==> src/rtl/cache_miss_sequencer_pkg.sv <==
// Shared definitions for the cache miss sequencer: FSM states and
// elaboration-time helpers for line geometry and address field layout.
package cache_miss_sequencer_pkg;

  typedef enum logic [2:0] {
    S_IDLE,
    S_WB_RD,
    S_WB_SEND,
    S_RF_REQ,
    S_RF_DATA,
    S_TAG_WR,
    S_DONE
  } state_t;

  function automatic int unsigned calc_beats(input int unsigned line_bytes,
                                             input int unsigned data_width);
    return (line_bytes * 8) / data_width;
  endfunction

  function automatic bit fields_fit(input int unsigned addr_w, input int unsigned tag_w,
                                    input int unsigned index_w, input int unsigned offset_w);
    return (tag_w + index_w + offset_w) == addr_w;
  endfunction

  // Tag field sits directly above index and offset.
  function automatic int unsigned tag_lsb(input int unsigned index_w,
                                          input int unsigned offset_w);
    return index_w + offset_w;
  endfunction

endpackage

==> src/rtl/cache_miss_sequencer_victim_select.sv <==
// Replacement picker: lowest-index invalid way, otherwise the LRU hint.
module victim_select #(
  parameter int unsigned WAYS = 4
) (
  input  logic [WAYS-1:0]         i_valid,
  input  logic [$clog2(WAYS)-1:0] i_lru_way,
  output logic [$clog2(WAYS)-1:0] o_way
);

  localparam int unsigned WAY_W = $clog2(WAYS);

  // Scan from the top down so the lowest invalid index wins.
  always_comb begin
    o_way = i_lru_way;
    for (int unsigned i = WAYS; i > 0; i--) begin
      if (!i_valid[i-1]) o_way = WAY_W'(i - 1);
    end
  end

endmodule

==> src/rtl/cache_miss_sequencer.sv <==
// Miss sequencer: selects a victim, writes it back if dirty, refills the
// line beat by beat from memory, then writes the tag and pulses done.
module cache_miss_sequencer
  import cache_miss_sequencer_pkg::*;
#(
  parameter int unsigned ADDRESS_WIDTH   = 32,
  parameter int unsigned DATA_WIDTH      = 32,
  parameter int unsigned LINE_SIZE_BYTES = 64,
  parameter int unsigned TAG_BITS        = 18,
  parameter int unsigned INDEX_BITS      = 8,
  parameter int unsigned OFFSET_BITS     = 6,
  parameter int unsigned WAYS            = 4,
  localparam int unsigned BEATS  = calc_beats(LINE_SIZE_BYTES, DATA_WIDTH),
  localparam int unsigned WAY_W  = $clog2(WAYS),
  localparam int unsigned BEAT_W = $clog2(BEATS)
) (
  input  logic                       clk,
  input  logic                       rst,
  input  logic                       i_miss_valid,
  output logic                       o_miss_ready,
  input  logic [ADDRESS_WIDTH-1:0]   i_miss_addr,
  input  logic [WAYS-1:0]            i_way_valid,
  input  logic [WAYS-1:0]            i_way_dirty,
  input  logic [WAYS*TAG_BITS-1:0]   i_way_tag,
  input  logic [WAY_W-1:0]           i_lru_way,
  output logic                       o_arr_en,
  output logic                       o_arr_we,
  output logic [INDEX_BITS-1:0]      o_arr_index,
  output logic [WAY_W-1:0]           o_arr_way,
  output logic [BEAT_W-1:0]          o_arr_beat,
  output logic [DATA_WIDTH-1:0]      o_arr_wdata,
  input  logic [DATA_WIDTH-1:0]      i_arr_rdata,
  output logic                       o_tag_we,
  output logic [TAG_BITS-1:0]        o_tag_wdata,
  output logic                       o_mem_valid,
  input  logic                       i_mem_ready,
  output logic                       o_mem_we,
  output logic [ADDRESS_WIDTH-1:0]   o_mem_addr,
  output logic [DATA_WIDTH-1:0]      o_mem_wdata,
  input  logic                       i_mem_rvalid,
  input  logic [DATA_WIDTH-1:0]      i_mem_rdata,
  output logic                       o_done,
  output logic [WAY_W-1:0]           o_done_way
);

  if (!fields_fit(ADDRESS_WIDTH, TAG_BITS, INDEX_BITS, OFFSET_BITS)) begin : g_addr_check
    $error("cache_miss_sequencer: TAG_BITS+INDEX_BITS+OFFSET_BITS must equal ADDRESS_WIDTH");
  end

  localparam int unsigned TAG_LSB = tag_lsb(INDEX_BITS, OFFSET_BITS);

  state_t                  r_state;
  logic [BEAT_W-1:0]       r_beat;
  logic [TAG_BITS-1:0]     r_tag;
  logic [INDEX_BITS-1:0]   r_index;
  logic [WAY_W-1:0]        r_victim;
  logic [TAG_BITS-1:0]     r_victim_tag;
  logic [DATA_WIDTH-1:0]   r_wb_data;
  logic                    r_wb_fresh;

  logic [WAY_W-1:0]         w_victim;
  logic [TAG_BITS-1:0]      w_victim_tag;
  logic                     w_victim_dirty;
  logic                     w_last_beat;
  logic [ADDRESS_WIDTH-1:0] w_wb_addr;
  logic                     w_unused_offset;

  victim_select #(.WAYS(WAYS)) u_victim_select (
    .i_valid   (i_way_valid),
    .i_lru_way (i_lru_way),
    .o_way     (w_victim)
  );

  always_comb begin
    w_victim_tag = '0;
    for (int unsigned i = 0; i < WAYS; i++) begin
      if (w_victim == WAY_W'(i)) w_victim_tag = i_way_tag[i*TAG_BITS +: TAG_BITS];
    end
  end

  assign w_victim_dirty  = i_way_valid[w_victim] & i_way_dirty[w_victim];
  assign w_last_beat     = (r_beat == BEAT_W'(BEATS - 1));
  assign w_wb_addr       = {r_victim_tag, r_index, {OFFSET_BITS{1'b0}}}
                         + ADDRESS_WIDTH'(r_beat) * ADDRESS_WIDTH'(DATA_WIDTH / 8);
  assign w_unused_offset = ^i_miss_addr[OFFSET_BITS-1:0];

  always_ff @(posedge clk) begin
    if (!rst) begin
      r_state      <= S_IDLE;
      r_beat       <= '0;
      r_tag        <= '0;
      r_index      <= '0;
      r_victim     <= '0;
      r_victim_tag <= '0;
      r_wb_data    <= '0;
      r_wb_fresh   <= 1'b0;
    end else begin
      case (r_state)
        S_IDLE: begin
          if (i_miss_valid) begin
            r_tag        <= i_miss_addr[TAG_LSB +: TAG_BITS];
            r_index      <= i_miss_addr[OFFSET_BITS +: INDEX_BITS];
            r_victim     <= w_victim;
            r_victim_tag <= w_victim_tag;
            r_beat       <= '0;
            r_state      <= w_victim_dirty ? S_WB_RD : S_RF_REQ;
          end
        end
        S_WB_RD: begin
          r_wb_fresh <= 1'b1;
          r_state    <= S_WB_SEND;
        end
        // Array read data is only valid in the first WB_SEND cycle; keep a copy for stalls.
        S_WB_SEND: begin
          r_wb_fresh <= 1'b0;
          if (r_wb_fresh) r_wb_data <= i_arr_rdata;
          if (i_mem_ready) begin
            if (w_last_beat) begin
              r_beat  <= '0;
              r_state <= S_RF_REQ;
            end else begin
              r_beat  <= r_beat + 1'b1;
              r_state <= S_WB_RD;
            end
          end
        end
        S_RF_REQ: begin
          if (i_mem_ready) r_state <= S_RF_DATA;
        end
        S_RF_DATA: begin
          if (i_mem_rvalid) begin
            if (w_last_beat) begin
              r_beat  <= '0;
              r_state <= S_TAG_WR;
            end else begin
              r_beat <= r_beat + 1'b1;
            end
          end
        end
        S_TAG_WR: r_state <= S_DONE;
        S_DONE:   r_state <= S_IDLE;
        default:  r_state <= S_IDLE;
      endcase
    end
  end

  assign o_miss_ready = (r_state == S_IDLE);
  assign o_arr_index  = r_index;
  assign o_arr_way    = r_victim;
  assign o_arr_beat   = r_beat;
  assign o_tag_we     = (r_state == S_TAG_WR);
  assign o_tag_wdata  = r_tag;
  assign o_done       = (r_state == S_DONE);
  assign o_done_way   = r_victim;

  always_comb begin
    o_arr_en    = 1'b0;
    o_arr_we    = 1'b0;
    o_arr_wdata = '0;
    o_mem_valid = 1'b0;
    o_mem_we    = 1'b0;
    o_mem_addr  = '0;
    o_mem_wdata = '0;
    case (r_state)
      S_WB_RD: o_arr_en = 1'b1;
      S_WB_SEND: begin
        o_mem_valid = 1'b1;
        o_mem_we    = 1'b1;
        o_mem_addr  = w_wb_addr;
        o_mem_wdata = r_wb_fresh ? i_arr_rdata : r_wb_data;
      end
      S_RF_REQ: begin
        o_mem_valid = 1'b1;
        o_mem_addr  = {r_tag, r_index, {OFFSET_BITS{1'b0}}};
      end
      S_RF_DATA: begin
        o_arr_en    = i_mem_rvalid;
        o_arr_we    = i_mem_rvalid;
        o_arr_wdata = i_mem_rdata;
      end
      default: ;
    endcase
  end

endmodule

==> config.mk <==
export PLATFORM = sky130hd
export DESIGN_NAME = cache_miss_sequencer
export DESIGN_NICKNAME = d
export VERILOG_FILES = /design/src/rtl/cache_miss_sequencer_pkg.sv /design/src/rtl/cache_miss_sequencer_victim_select.sv /design/src/rtl/cache_miss_sequencer.sv
export SDC_FILE = /design/constraint.sdc
export NUM_CORES = 1
export LEC_CHECK = 0
export CELL_PAD_IN_SITES_DETAIL_PLACEMENT = 2
export CELL_PAD_IN_SITES_GLOBAL_PLACEMENT = 2
export CORE_ASPECT_RATIO = 1.75
export CORE_MARGIN = 2
export CORE_UTILIZATION = 17
export CTS_BUF_LIST = sky130_fd_sc_hd__clkbuf_4
export CTS_CLUSTER_SIZE = 40
export DETAILED_ROUTE_END_ITERATION = 6
export HOLD_SLACK_MARGIN = 0.03
export PLACE_DENSITY = 0.85
export SETUP_SLACK_MARGIN = 0.02
export SLEW_MARGIN = 20
export SYNTH_ARGS = -nofsm -noshare
export SYNTH_HDL_FRONTEND = slang
export SYNTH_HIERARCHICAL = 1
export SYNTH_SLANG_ARGS = --single-unit
==> constraint.sdc <==
create_clock -name clk -period 1.6 [get_ports clk]
set_input_delay 0.32 -clock clk [delete_from_list [all_inputs] [get_ports clk]]
set_output_delay 0.32 -clock clk [all_outputs]
set_load 0.005 [all_outputs]
=== Yosys cells after proc, flatten, opt, wreduce, memory -nomap -nowiden ===
Cells that the tools add are included.

* Add/sub/neg operators: 2
* $mul: 0
* Divide/modulo/power cells: 0
* Magnitude comparators: 1
* Equal/unequal tests: 15
* Shift-type cells: 0
* Muxes and demuxes: 34
* Bitwise operators: 1
* Reduce and logical (&&, ||, !) cells: 8

{| class="wikitable"
|+ Operators with widths
! operator !! number
|-
| 32-bit 2-to-1 mux || 3
|-
| 18-bit 2-to-1 mux || 4
|-
| 32-bit one-hot mux with 2 select lines || 1
|-
| 32-bit by 6-bit adder with 32-bit output || 1
|-
| 3-bit one-hot mux with 6 select lines || 1
|-
| 4-bit 2-to-1 mux || 4
|-
| 3-bit 2-to-1 mux || 5
|-
| 2-bit 2-to-1 mux || 6
|-
| 4-bit one-hot mux with 3 select lines || 1
|-
| 2-bit != test, second input constant || 5
|-
| 3-bit equality test, second input constant || 3
|-
| 3-bit by 2-bit equality test with 1-bit output, second input constant || 2
|-
| 1-bit 2-to-1 mux || 5
|-
| 5-bit AND reduction || 1
|-
| 4-bit by 1-bit adder with 4-bit output, second input constant || 1
|-
| 1-bit binary-select mux with 2-bit select || 2
|-
| 2-bit equality test, second input constant || 2
|-
| 4-bit equality test, second input constant || 1
|-
| 1-bit one-hot mux with 2 select lines || 2
|-
| 4-bit AND reduction || 1
|-
| 3-bit by 1-bit equality test with 1-bit output, second input constant || 1
|-
| 3-bit zero test || 1
|-
| 2-bit by 3-bit less-than comparator with 1-bit output, second input constant || 1
|-
| 3-bit nonzero test || 1
|-
| 6 further kinds || 6
|}

* Register bits: 86
* Bits in latches: 0
* RAM bits: 0
* ROM bits: 0
* Input bits: 183
* Output and inout port bits: 137
* Word-level logic and storage cells: 69
* Memories: 0

=== Depth between registers and ports, before layout ===
Gate-level depths: netlist of the first run.

* Depth after elaboration: 10
* Depth in mapped cells: 10
* Gate-level depth less buffers: 7

=== Cells and area by module ===
Netlist of the first run, hierarchy kept.

{| class="wikitable"
|+ By module, submodules not included
! module !! instances !! cells an instance !! area each (sq um) !! seq. area each (sq um)
|-
| cache_miss_sequencer || 1 || 601 || 4758.3 || 1721.7
|-
| victim_select || 1 || 6 || 33.8 || 0.0
|}

=== Worst setup path before layout of the first run ===
No wires, ideal clock.

* Path type: input to register
* Start: input port i_lru_way[0]
* End: register r_victim_tag[10]
* Library setup time: 0.132 ns
* Arrival time: 1.531 ns
* Required time: 1.468 ns
* Path slack: -0.063 ns
* Stages: 6
* Path buffers: 1
* Path through: nand3b_1 and3_1 buf_2 mux4_2 nand2_1 a21oi_1

* Word-level cells in the longest chain between the ends: 9
* Elaborated cells on any way between the ends: 12
* Classes of those cells: 3 x eq/ne; 8 x mux; 1 x reduce/logical

{| class="wikitable"
|+ Ends and longest elaborated chain
! element !! RTL line !! RTL
|-
| start: declaration || cache_miss_sequencer.sv:25 || <nowiki>input logic [WAY_W-1:0] i_lru_way,</nowiki>
|-
| 2-bit 2-to-1 mux (*) (4 in a row) || cache_miss_sequencer_victim_select.sv:16 || <nowiki>if (!i_valid[i-1]) o_way = WAY_W'(i - 1);</nowiki>
|-
| via w_victim[0] || cache_miss_sequencer.sv:61 || <nowiki>logic [WAY_W-1:0] w_victim;</nowiki>
|-
| 2-bit zero test || cache_miss_sequencer.sv:77 || <nowiki>if (w_victim == WAY_W'(i)) w_victim_tag = i_way_tag[i*TAG_BITS +: TAG_BITS];</nowiki>
|-
| 18-bit 2-to-1 mux (3 in a row) || cache_miss_sequencer.sv:77 ||
|-
| 18-bit 2-to-1 mux (*) || cache_miss_sequencer.sv:77 ||
|-
| end signal: assignment || cache_miss_sequencer.sv:104 || <nowiki>r_victim_tag <= w_victim_tag;</nowiki>
|-
| end: declaration || cache_miss_sequencer.sv:57 || <nowiki>logic [TAG_BITS-1:0] r_victim_tag;</nowiki>
|}

Mark *: on every way through the listed nets, which the timed path passes. The rest lies on a longest branch.
A chain may end at the register's enable or synchronous reset.

=== Final worst setup path of the first run ===
* Start: register r_state[2]
* End: output port o_mem_wdata[21]

* Word-level cells in the longest chain between the ends: 2

{| class="wikitable"
|+ Ends and longest elaborated chain
! element !! RTL line !! RTL
|-
| start: declaration || cache_miss_sequencer.sv:52 || <nowiki>state_t r_state;</nowiki>
|-
| start signal: assignment || cache_miss_sequencer.sv:106 || <nowiki>r_state <= w_victim_dirty ? S_WB_RD : S_RF_REQ;</nowiki>
|-
| 3-bit by 2-bit equality test with 1-bit output || cache_miss_sequencer.sv:164 || <nowiki>case (r_state)</nowiki>
|-
| 32-bit 2-to-1 mux || cache_miss_sequencer.sv:164 ||
|-
| end: declaration || cache_miss_sequencer.sv:39 || <nowiki>output logic [DATA_WIDTH-1:0] o_mem_wdata,</nowiki>
|}

No other way between the ends.

==> key figures, run 1 <==
Synthesis
  • Async SR Flop Fraction: 0%
  • Synth warn: 6
  • Primary FF master, synth: dfxtp_1
  • Synth Register Bits: 86
  • Post-synth EDFFs: 0
  • Cell taking the most area after synthesis: dfxtp_1
  • Netlist Area Pre-Place: 0.00479 sq mm
  • Synth top area share: a little over a third
  • Top cells by area, synth: dfxtp_1, nand2_1, mux2i_1
  • Avg Synthesized Cell Area: around 7.9 sq um
  • Sequential share of the synthesized area: between 30 and 40%
  • Number of library cell types mapped by synthesis: 42
  • Post-synthesis cell count: ~610

Timing
  • Fmax: 465 MHz
  • Clock Skew: 0.0228 ns
  • Min Tclk post-route: approximately 2.2 ns
  • Post-Route Setup TNS: -72.13 ns
  • RSZ-0062 raised after global routing: yes
  • Period utilisation layout: 134%
  • Final Max Tran Viols: 0
  • Final setup fails: between 150 and 200
  • Fin. Hold Viols: 0
  • Final WS setup: -0.551 ns

GRT
  • First-pass GRT wire length: roughly 43 mm
  • Vias in the first global route: between 7000 and 8000
  • Total global routing overflow: 0
  • Largest net degree at the start of global routing: between 60 and 70
  • Antenna violations before repair: 3
  • Gr usage total: 20.3%

Critical path
  • Kind of critical path: flip-flop to primary output
  • Crit path max fanout: 7
  • CP required: between 1 and 1.5 ns
  • Startpoint types: flip-flop
  • CP Capture Type: primary output
  • Critical path arrival: 1.83 ns

Clock network
  • Root Buffer: clkbuf_4
  • CTS buffer count: 9
  • Longest Clk Path Bufs: 2
  • Worst-skew pair later-pin latency: approximately 0.53 ns
  • Clock Sinks: 86
  • CTS Hold Buffers Added: 0
  • CTS tree: yes
  • Worst-path clk slew: between 0.15 and 0.2 ns
  • CTS HTree Levels: 3

Status
  • Failing checks: setup timing
  • Outcome: finished, violations left

Floorplanning
  • Die height: 226 um
  • Die area: between 0.02 and 0.03 sq mm
  • Rows: about 80
  • Core area: 0.0279 sq mm
  • IO Count: 320
  • Die W: 131 um
  • Initial Util: roughly 17%

Layout
  • Ratio of cells with drive above 1 in the final layout: 59.7%
  • Layout area overhead: 143%
  • Non-Filler Instances: between 1000 and 1500
  • Nets: between 1000 and 1500

Placement
  • Port bufs: a little over 300
  • Detailed Place HPWL: 18.9 mm
  • Final Wtd Congestion: roughly 0.76
  • Pre-CTS WS: -0.671 ns
  • Placed insts: 1296

Pwr
  • IR Drop Worst-Case VDD: ~560 uV
  • Leak: just under 0.005 uW
  • Pwr dens: 1190 mW/mm^2

Drt
  • Total number of vias: 6372
  • Drt drc: 0
  • Via/cell ratio: 4.52
  • Drt pass-1 iters: 4
  • Antenna Nets Post-Route: 0
  • Starting DRC count in detailed routing: 130
  • WL final: between 30 and 40 mm
  • Avg WL per Cell: roughly 23 um

Run
  • Max_cap viols: 0

Min path
  • Hold Crit Class: input port to flip-flop
worst paths after layout:
check	from	end	slack, ns	depth (start not counted)
setup / recovery	r_state[2]$_SDFFE_PN0P_	o_mem_wdata[21]	-0.55	8
hold / removal	i_miss_addr[21]	o_tag_wdata[7]$_SDFFE_PN0P_	0.32	3
setup reg to reg	r_state[0]$_SDFFE_PN0P_	r_victim_tag[3]$_SDFFE_PN0P_	-0.47	12
hold reg to reg	r_victim_tag[8]$_SDFFE_PN0P_	r_victim_tag[8]$_SDFFE_PN0P_	0.47	2
synth_stat cells, types with 2 or more instances:
cell	n
and3_1	2
nand2b_1	4
and2_1	48
buf_4	5
a31oi_1	3
buf_6	5
nand3_1	5
dfxtp_1	86
inv_1	6
buf_2	17
mux4_2	18
a21oi_1	87
nor2_1	53
mux2i_1	50
nand2_1	162
buf_1	3
o211ai_1	2
nor2b_1	2
o21ai_0	3
clkbuf_1	23
a211oi_1	2
metal layers:
metal	vias to the layer above	global-route usage, %	part of all wire (%)
met3	74	4.74	4.8
met1	3155	18.4	32
met5	-	0	0.040
li1	2891	-	-
met4	2	8.72	4.2
met2	250	41.0	59
state kept, by name (all words and copies together), names as in the netlist:
name and flops:
r_wb_fresh 1, r_victim_tag 18, o_tag_wdata 18, o_arr_way 2, o_arr_beat 4, o_arr_index 8
r_state 3, r_wb_data 32
worst max-delay path: stages, from the launching register on:
cell and delay [ns]:
dfxtp_2 0.36, nand2b_4 0.15, inv_4 0.06, nand2b_4 0.11, buf_16 0.16, buf_12 0.15, buf_6 0.12, nor2_4 0.07
buf_2 0.11
cell families after synthesis:
| group | after synthesis | share of synthesized area [%] |
|---|---|---|
| and+or+nand+nor | 283 | 26.0 |
| muxes | 69 | 19.1 |
| xor gates and xnor gates | 1 | 0.183 |
| AOI/OAI and AO/OA | 105 | 12.0 |
| adders and majority gates | 1 | 0.261 |
| other | 1 | 0.0783 |
| DFF | 86 | 35.9 |
| buffers and inverters | 61 | 6.42 |
per-stage QoR:
stage / power [uW] / hold slack (ns) / util, % / cell area, sq um
after floorplan: 4930 / 0.436 / - / 4800
after global placement: 7400 / 0.441 / 31.2 / 8690
after detailed placement: 7590 / 0.451 / 31.2 / 8690
after CTS: 12000 / 0.241 / 36.3 / 10100
after global routing: 14600 / 0.258 / 41.8 / 11700
final: 13900 / 0.319 / 41.8 / 11700
cell usage in the layout, fill, tap and decap left out, types with 18 or more instances in the layout:
cell               n
dfxtp_2           22
nor2_4            28
buf_2             50
nand2_2           20
dfxtp_1           52
a21oi_2           75
mux4_2            18
and2_4            42
nand2_1           71
buf_6             99
nand2_4           70
mux2i_1           30
nor2_1            20
buf_12            27
clkdlybuf4s50_1  176
buf_4             61
power breakdown:
| part | internal [uW] | leakage, uW | switching [uW] |
|---|---|---|---|
| clock | 938 | 0.000104 | 926 |
| sequential | 2520 | 0.000718 | 336 |
| combinational | 4950 | 0.00400 | 4260 |
final cells by class:
class / instances / area [sq um]
fill: 2922 / 16200
sequential: 86 / 1790
antenna: 3 / 7.51
timing repair buffer: 464 / 4900
tap: 373 / 467
inverter: 8 / 45.0
clock inverter: 7 / 136
clock buffer: 9 / 67.6
multi-input combinational: 461 / 4230
repair_timing:
| item | in CTS | in global routing |
|---|---|---|
| buffers inserted | 54 | 38 |
| setup endpoints to repair | 219 | 187 |
| cloned | 18 | 5 |
| resized for setup | 671 | 397 |
| pin swaps | 56 | 147 |
No activity file was read; power rests on OpenSTA's default activity.
==> run 2: changes to the inputs <==
- CORE_ASPECT_RATIO: 1.75 -> default
==> run 2 against run 1 <==
The flow still finishes with violations (setup timing). Cell count is 0.21% lower. Flip-flop and latch count unchanged. Clock-buffer cell count grew 1. Routed wire length up 1.9%. Largest cell class unchanged. Largest power group unchanged.
==> key figures, run 2 (synthesized netlist as in run 1, its figures left out) <==
Placement
  • DP Area: 0.00865 sq mm (-0.42%)
  • Detailed Place HPWL: 17.9 mm (-5.3%)
  • Pre-CTS WS: -0.653 ns (+0.0178 ns)
  • Port bufs: 311 (unchanged)
  • Final Wtd Congestion: 0.788 (+3.7%)

Critical path
  • CP required: 1.28 ns (about the same)
  • Startpoint types: flip-flop
  • Crit path max fanout: 5 (-2)
  • Critical path arrival: 1.80 ns (-0.03 ns)
  • CP Capture Type: primary output
  • Kind of critical path: flip-flop to primary output

Floorplanning
  • Die area: 0.0295 sq mm (-0.18%)
  • Rows: 61 (-25%)
  • Initial Util: 17.2% (+0.055 points)
  • IO Count: 320 (unchanged)
  • Die height: 172 um (-24%)
  • Core area: 0.0278 sq mm (-0.32%)
  • Die W: 172 um (+31%)

Drt
  • Via/cell ratio: 4.49 (-0.57%)
  • Antenna Nets Post-Route: 0 (unchanged)
  • WL final: 33.5 mm (+1.9%)
  • Avg WL per Cell: 23.8 um (+2.1%)
  • Starting DRC count in detailed routing: 172 (+32%)
  • Drt pass-1 iters: 4 (unchanged)
  • Drt drc: 0 (unchanged)
  • Total number of vias: 6322 (-0.78%)

Timing
  • Final setup fails: 185 (unchanged)
  • Period utilisation layout: 133% (-1.9 points)
  • Hold Slack: 0.408 ns (+0.0886 ns)
  • Final Max Tran Viols: 0 (unchanged)
  • Fin. Hold Viols: 0 (unchanged)
  • Post-Route Setup TNS: -59.81 ns (+12.32 ns)
  • Fmax: 472 MHz (+1.4%)
  • Clock Skew: 0.0210 ns (-0.00172 ns)
  • Final WS setup: -0.520 ns (+0.0306 ns)
  • RSZ-0062 raised after global routing: yes
  • Min Tclk post-route: 2.12 ns (-0.0306 ns)

GRT
  • First-pass GRT wire length: 43.2 mm (-0.59%)
  • Vias in the first global route: 7085 (-1.0%)
  • Gr usage total: 19.7% (-0.55 points)
  • Largest net degree at the start of global routing: 48 (-24%)
  • Antenna violations before repair: 2 (-1)
  • Total global routing overflow: 0 (unchanged)

Layout
  • Layout area overhead: 143% (about the same)
  • Commonest non-fill, non-tap cell in the layout: clkdlybuf4s50_1
  • Nets: 1208 (-0.49%)
  • Post-route cell area: 0.0117 sq mm (about the same)
  • Ratio of cells with drive above 1 in the final layout: 59.3% (-0.37 points)
  • Largest register by flop count: r_wb_data
  • Largest register FFs: 32 (unchanged)
  • Commonest non-fill, non-tap cells in the layout: clkdlybuf4s50_1, buf_6, a21oi_2

Clock network
  • CTS HTree Levels: 3 (unchanged)
  • Worst-path clk slew: 0.16 ns (about the same)
  • Root Buffer: clkbuf_4
  • CTS tree: yes
  • Clock Sinks: 86 (unchanged)
  • CTS buffer count: 9 (unchanged)
  • CTS Hold Buffers Added: 0 (unchanged)
  • Worst-skew pair later-pin latency: 0.47 ns (-0.06 ns)
  • Longest Clk Path Bufs: 2 (unchanged)

Pwr
  • Leak: 0.00485 uW (+0.56%)
  • IR Drop Worst-Case VDD: 568 uV (+1.9%)
  • Pwr dens: 1170 mW/mm^2 (-2.1%)

Status
  • Failing checks: setup timing
  • Outcome: finished, violations left

Run
  • Max_cap viols: 0 (unchanged)

Min path
  • Hold Crit Class: input port to flip-flop
[run 2: cell types whose count changed in the layout (fill, tap and decap cells not counted), sizes merged]
cell           previous run  this run
bufinv                    4         1
buf                     253       221
clkdlybuf4s15             9         3
clkbuf                   20        36
clkinvlp                  1         3
clkinv                    3         2
diode                     3         2
dlygate4sd2              14        31
[run 2: worst paths after layout]
check	cells after the start	from	to	slack, ns
hold / removal	3	i_miss_addr[29]	o_tag_wdata[15]$_SDFFE_PN0P_	0.41
hold reg to reg	2	o_tag_wdata[5]$_SDFFE_PN0P_	o_tag_wdata[5]$_SDFFE_PN0P_	0.47
setup reg to reg	11	r_state[0]$_SDFFE_PN0P_	o_arr_index[1]$_SDFFE_PN0P_	-0.33
setup / recovery	8	r_state[1]$_SDFFE_PN0P_	o_mem_wdata[31]	-0.52
[run 2: area by class of cell]
class / instances / area, sq um
fill: 2915 / 16100
timing repair buffer: 458 / 5020
multi-input combinational: 461 / 4190
sequential: 86 / 1780
tap: 378 / 473
clock buffer: 10 / 75.1
clock inverter: 5 / 61.3
inverter: 8 / 45.0
antenna: 2 / 5.00
[run 2: repair_timing]
item | 4_1_cts | 5_1_grt
cloned | 23 | 10
endpoints found under the setup margin | 213 | 186
pin swaps | 67 | 128
resized for setup | 628 | 375
buffers inserted | 48 | 30
[run 2: per-layer routing]
metal | part of all wire (%) | wire [um] | global-route usage (%)
met5 | 0 | 0 | 0
met4 | 2.6 | 882 | 5.19
met3 | 5.9 | 1980 | 5.06
met2 | 57 | 19100 | 39.0
met1 | 35 | 11600 | 20.4
[run 2: critical path, cell delays in order, from the launching register on]
cell and delay [ns]:
dfxtp_4 0.41, buf_6 0.10, nand2b_4 0.06, inv_4 0.07, nand2b_4 0.13, buf_16 0.18, buf_8 0.13, nor2_2 0.09
buf_2 0.14
[run 2: report_power, final]
group          switching [uW]  internal, uW
logic                    4400          5000
registers                 347          2510
clock network             880           488
[run 2: through the flow]
step                      power (uW)  instances  utilization [%]
after floorplan                 4930        608                -
after global placement          7370       1297             31.1
after detailed placement        7540       1297             31.1
final                          13600       1408             42.0
after CTS                      11500       1382             36.9
after global routing           14300       1408             42.0
==> run 3: changes to the inputs <==
- RECOVER_POWER: default -> 25
==> run 3 against run 2 <==
Die area unchanged. Clock skew stayed put. Critical endpoint unchanged. Routed wire length hardly changed. Register-to-register slack about the same. The flow still finishes with violations (setup timing). First-iteration DRC count is 0.58% lower. Non-clock buffer count unchanged. Clock-buffer cell count is the same. Clock power is essentially flat. Flip-flop and latch count unchanged.
==> key figures, run 3 (synthesized netlist as in run 1, its figures left out) <==
Status
  • Outcome: finished, violations left
  • Failing checks: setup timing

Placement
  • Detailed Place HPWL: 17.9 mm (unchanged)
  • Port bufs: 311 (unchanged)
  • Final Wtd Congestion: 0.788 (unchanged)

Critical path
  • Reg2reg end: o_arr_index[1]$_SDFFE_PN0P_
  • Worst reg2reg path startpoint: r_state[0]$_SDFFE_PN0P_
  • Kind of critical path: flip-flop to primary output
  • Critical path arrival: 1.80 ns (about the same)
  • R2r setup slk: -0.33 ns (about the same)
  • Crit path max fanout: 5 (unchanged)
  • CP required: 1.28 ns (about the same)
  • Startpoint types: flip-flop
  • R2R depth: 11 (unchanged)
  • CP Capture Type: primary output

Timing
  • Min Tclk post-route: 2.12 ns (+0.000386 ns)
  • Clock Skew: 0.0210 ns (unchanged)
  • Final WS setup: -0.520 ns (-0.000386 ns)
  • Final setup fails: 185 (unchanged)
  • Fmax: 472 MHz (about the same)
  • RSZ-0062 raised after global routing: yes
  • Period utilisation layout: 133% (about the same)
  • Fin. Hold Viols: 0 (unchanged)
  • Final Max Tran Viols: 0 (unchanged)

Clock network
  • CTS Hold Buffers Added: 0 (unchanged)
  • Worst-skew pair later-pin latency: 0.47 ns (about the same)
  • Worst-path clk slew: 0.16 ns (about the same)
  • Clock Sinks: 86 (unchanged)
  • CTS buffer count: 9 (unchanged)
  • CTS tree: yes
  • CTS HTree Levels: 3 (unchanged)
  • Longest Clk Path Bufs: 2 (unchanged)
  • Root Buffer: clkbuf_4

GRT
  • Largest net degree at the start of global routing: 48 (unchanged)
  • First-pass GRT wire length: 43.2 mm (unchanged)
  • Antenna violations before repair: 2 (unchanged)
  • Gr usage total: 19.7% (unchanged)
  • Total global routing overflow: 0 (unchanged)
  • Vias in the first global route: 7085 (unchanged)

Run
  • Max_cap viols: 0 (unchanged)

Floorplanning
  • Die area: 0.0295 sq mm (unchanged)
  • Core area: 0.0278 sq mm (unchanged)
  • Die W: 172 um (unchanged)
  • IO Count: 320 (unchanged)
  • Die height: 172 um (unchanged)
  • Rows: 61 (unchanged)
  • Initial Util: 17.2% (unchanged)

Drt
  • Top sig layer: met4
  • Drt drc: 0 (unchanged)
  • Antenna Nets Post-Route: 0 (unchanged)
  • Avg WL per Cell: 23.8 um (about the same)
  • Routed met1 length: 11.6 mm (about the same)
  • DR WL met3: 1.98 mm (unchanged)
  • Total number of vias: 6324 (+0.032%)
  • Via/cell ratio: 4.49 (about the same)
  • Drt pass-1 iters: 4 (unchanged)
  • Starting DRC count in detailed routing: 171 (-0.58%)
  • Met2 WL: 19.1 mm (about the same)
  • WL final: 33.5 mm (about the same)

Layout
  • Commonest non-fill, non-tap cells in the layout: clkdlybuf4s50_1, buf_6, a21oi_2
  • Commonest non-fill, non-tap cell in the layout: clkdlybuf4s50_1
  • Nets: 1208 (unchanged)
  • Largest register FFs: 32 (unchanged)
  • Layout area overhead: 143% (about the same)
  • Ratio of cells with drive above 1 in the final layout: 59.3% (unchanged)
  • Largest register by flop count: r_wb_data
  • Final Core Density: 41.9% (about the same)
  • Filler cells: 2916 (+0.034%)

Pwr
  • Int Pwr: 7990 uW (-0.11%)
  • Leak: 0.00485 uW (about the same)
  • Switching part of the total: 41.3% (about the same)
  • Combinational power share: 69.0% (about the same)
  • Psw: 5630 uW (about the same)
  • IR Drop Worst-Case VDD: 568 uV (about the same)
  • Total Power: 13600 uW (about the same)
  • Pwr dens: 1170 mW/mm^2 (about the same)
  • Clk pwr share: 10.0% (about the same)
  • Seq pwr share: 21.0% (about the same)

Min path
  • WHS Path Cells: 3 (unchanged)
  • Hold Crit Class: input port to flip-flop
  • Worst Hold Launch: i_miss_addr[29]
  • Worst hold endpoint: o_tag_wdata[15]$_SDFFE_PN0P_
-- run 3: cell count changes in the layout (fill, tap and decap cells not counted), sizes merged --
cell / delta
clkbuf: +1
buf: -1
-- run 3: critical path: stages, from the launching register on --
cell and delay (ns):
dfxtp_4 0.41, buf_6 0.10, nand2b_4 0.06, inv_4 0.07
nand2b_4 0.13, buf_16 0.18, buf_8 0.13, nor2_2 0.09
buf_2 0.14
-- run 3: worst max path at each step --
stage                                        from                            end  slack (ns)  cells after the start
final                     r_state[1]$_SDFFE_PN0P_                o_mem_wdata[31]       -0.52                      8
after global routing      r_state[1]$_SDFFE_PN0P_                o_mem_wdata[31]       -0.62                      8
after CTS                 r_state[2]$_SDFFE_PN0P_                 o_arr_wdata[7]       -0.60                      8
after detailed placement           i_way_valid[1]   r_victim_tag[0]$_SDFFE_PN0P_       -0.65                      8
after global placement             i_way_valid[2]   r_victim_tag[0]$_SDFFE_PN0P_       -0.52                      7
after floorplan                      i_lru_way[0]  r_victim_tag[10]$_SDFFE_PN0P_        0.02                      6
-- run 3: per-stage QoR --
step | cells | setup slack (ns) | hold slack (ns) | cell area, sq um | setup TNS, ns
3_5_place_dp | 1297 | -0.653 | 0.451 | 8650 | -38.99
5_1_grt | 1408 | -0.618 | 0.354 | 11700 | -77.49
4_1_cts | 1382 | -0.597 | 0.320 | 10200 | -54.43
2_1_floorplan | 608 | 0.0223 | 0.436 | 4800 | 0
3_3_place_gp | 1297 | -0.516 | 0.441 | 8650 | -29.19
6_report | 1408 | -0.520 | 0.408 | 11700 | -59.97
-- run 3: per-layer routing --
| metal | GRT usage (%) | vias up |
|---|---|---|
| met5 | 0 | - |
| met4 | 5.19 | 0 |
| met3 | 5.06 | 50 |
| met2 | 39.0 | 242 |
| met1 | 20.4 | 3155 |
| li1 | - | 2877 |
-- run 3: power groups by stage --
stage	logic [uW]	clock network [uW]	registers [uW]
2_1_floorplan	2230	0	2700
3_3_place_gp	4580	0	2790
3_5_place_dp	4730	0	2810
4_1_cts	7290	1430	2790
5_1_grt	9890	1540	2900
6_report	9390	1370	2860
-- run 3: cell type report --
cell class | count | area, sq um | share of cell area [%]
inverters | 8 | 45.0 | 0.387
repair buffers | 458 | 5020 | 43.1
flip-flops and latches | 86 | 1780 | 15.3
well taps | 378 | 473 | 4.06
clock inverters | 5 | 61.3 | 0.526
diodes | 2 | 5.00 | 0.0429
multi-input cells | 461 | 4190 | 36.0
clock buffers | 10 | 75.1 | 0.644
-- run 3: timing repair --
action | 4_1_cts | 5_1_grt
endpoints found under the setup margin | 213 | 186
cloned | 23 | 10
buffers inserted | 48 | 30
resized for setup | 628 | 375
pin swaps | 67 | 128
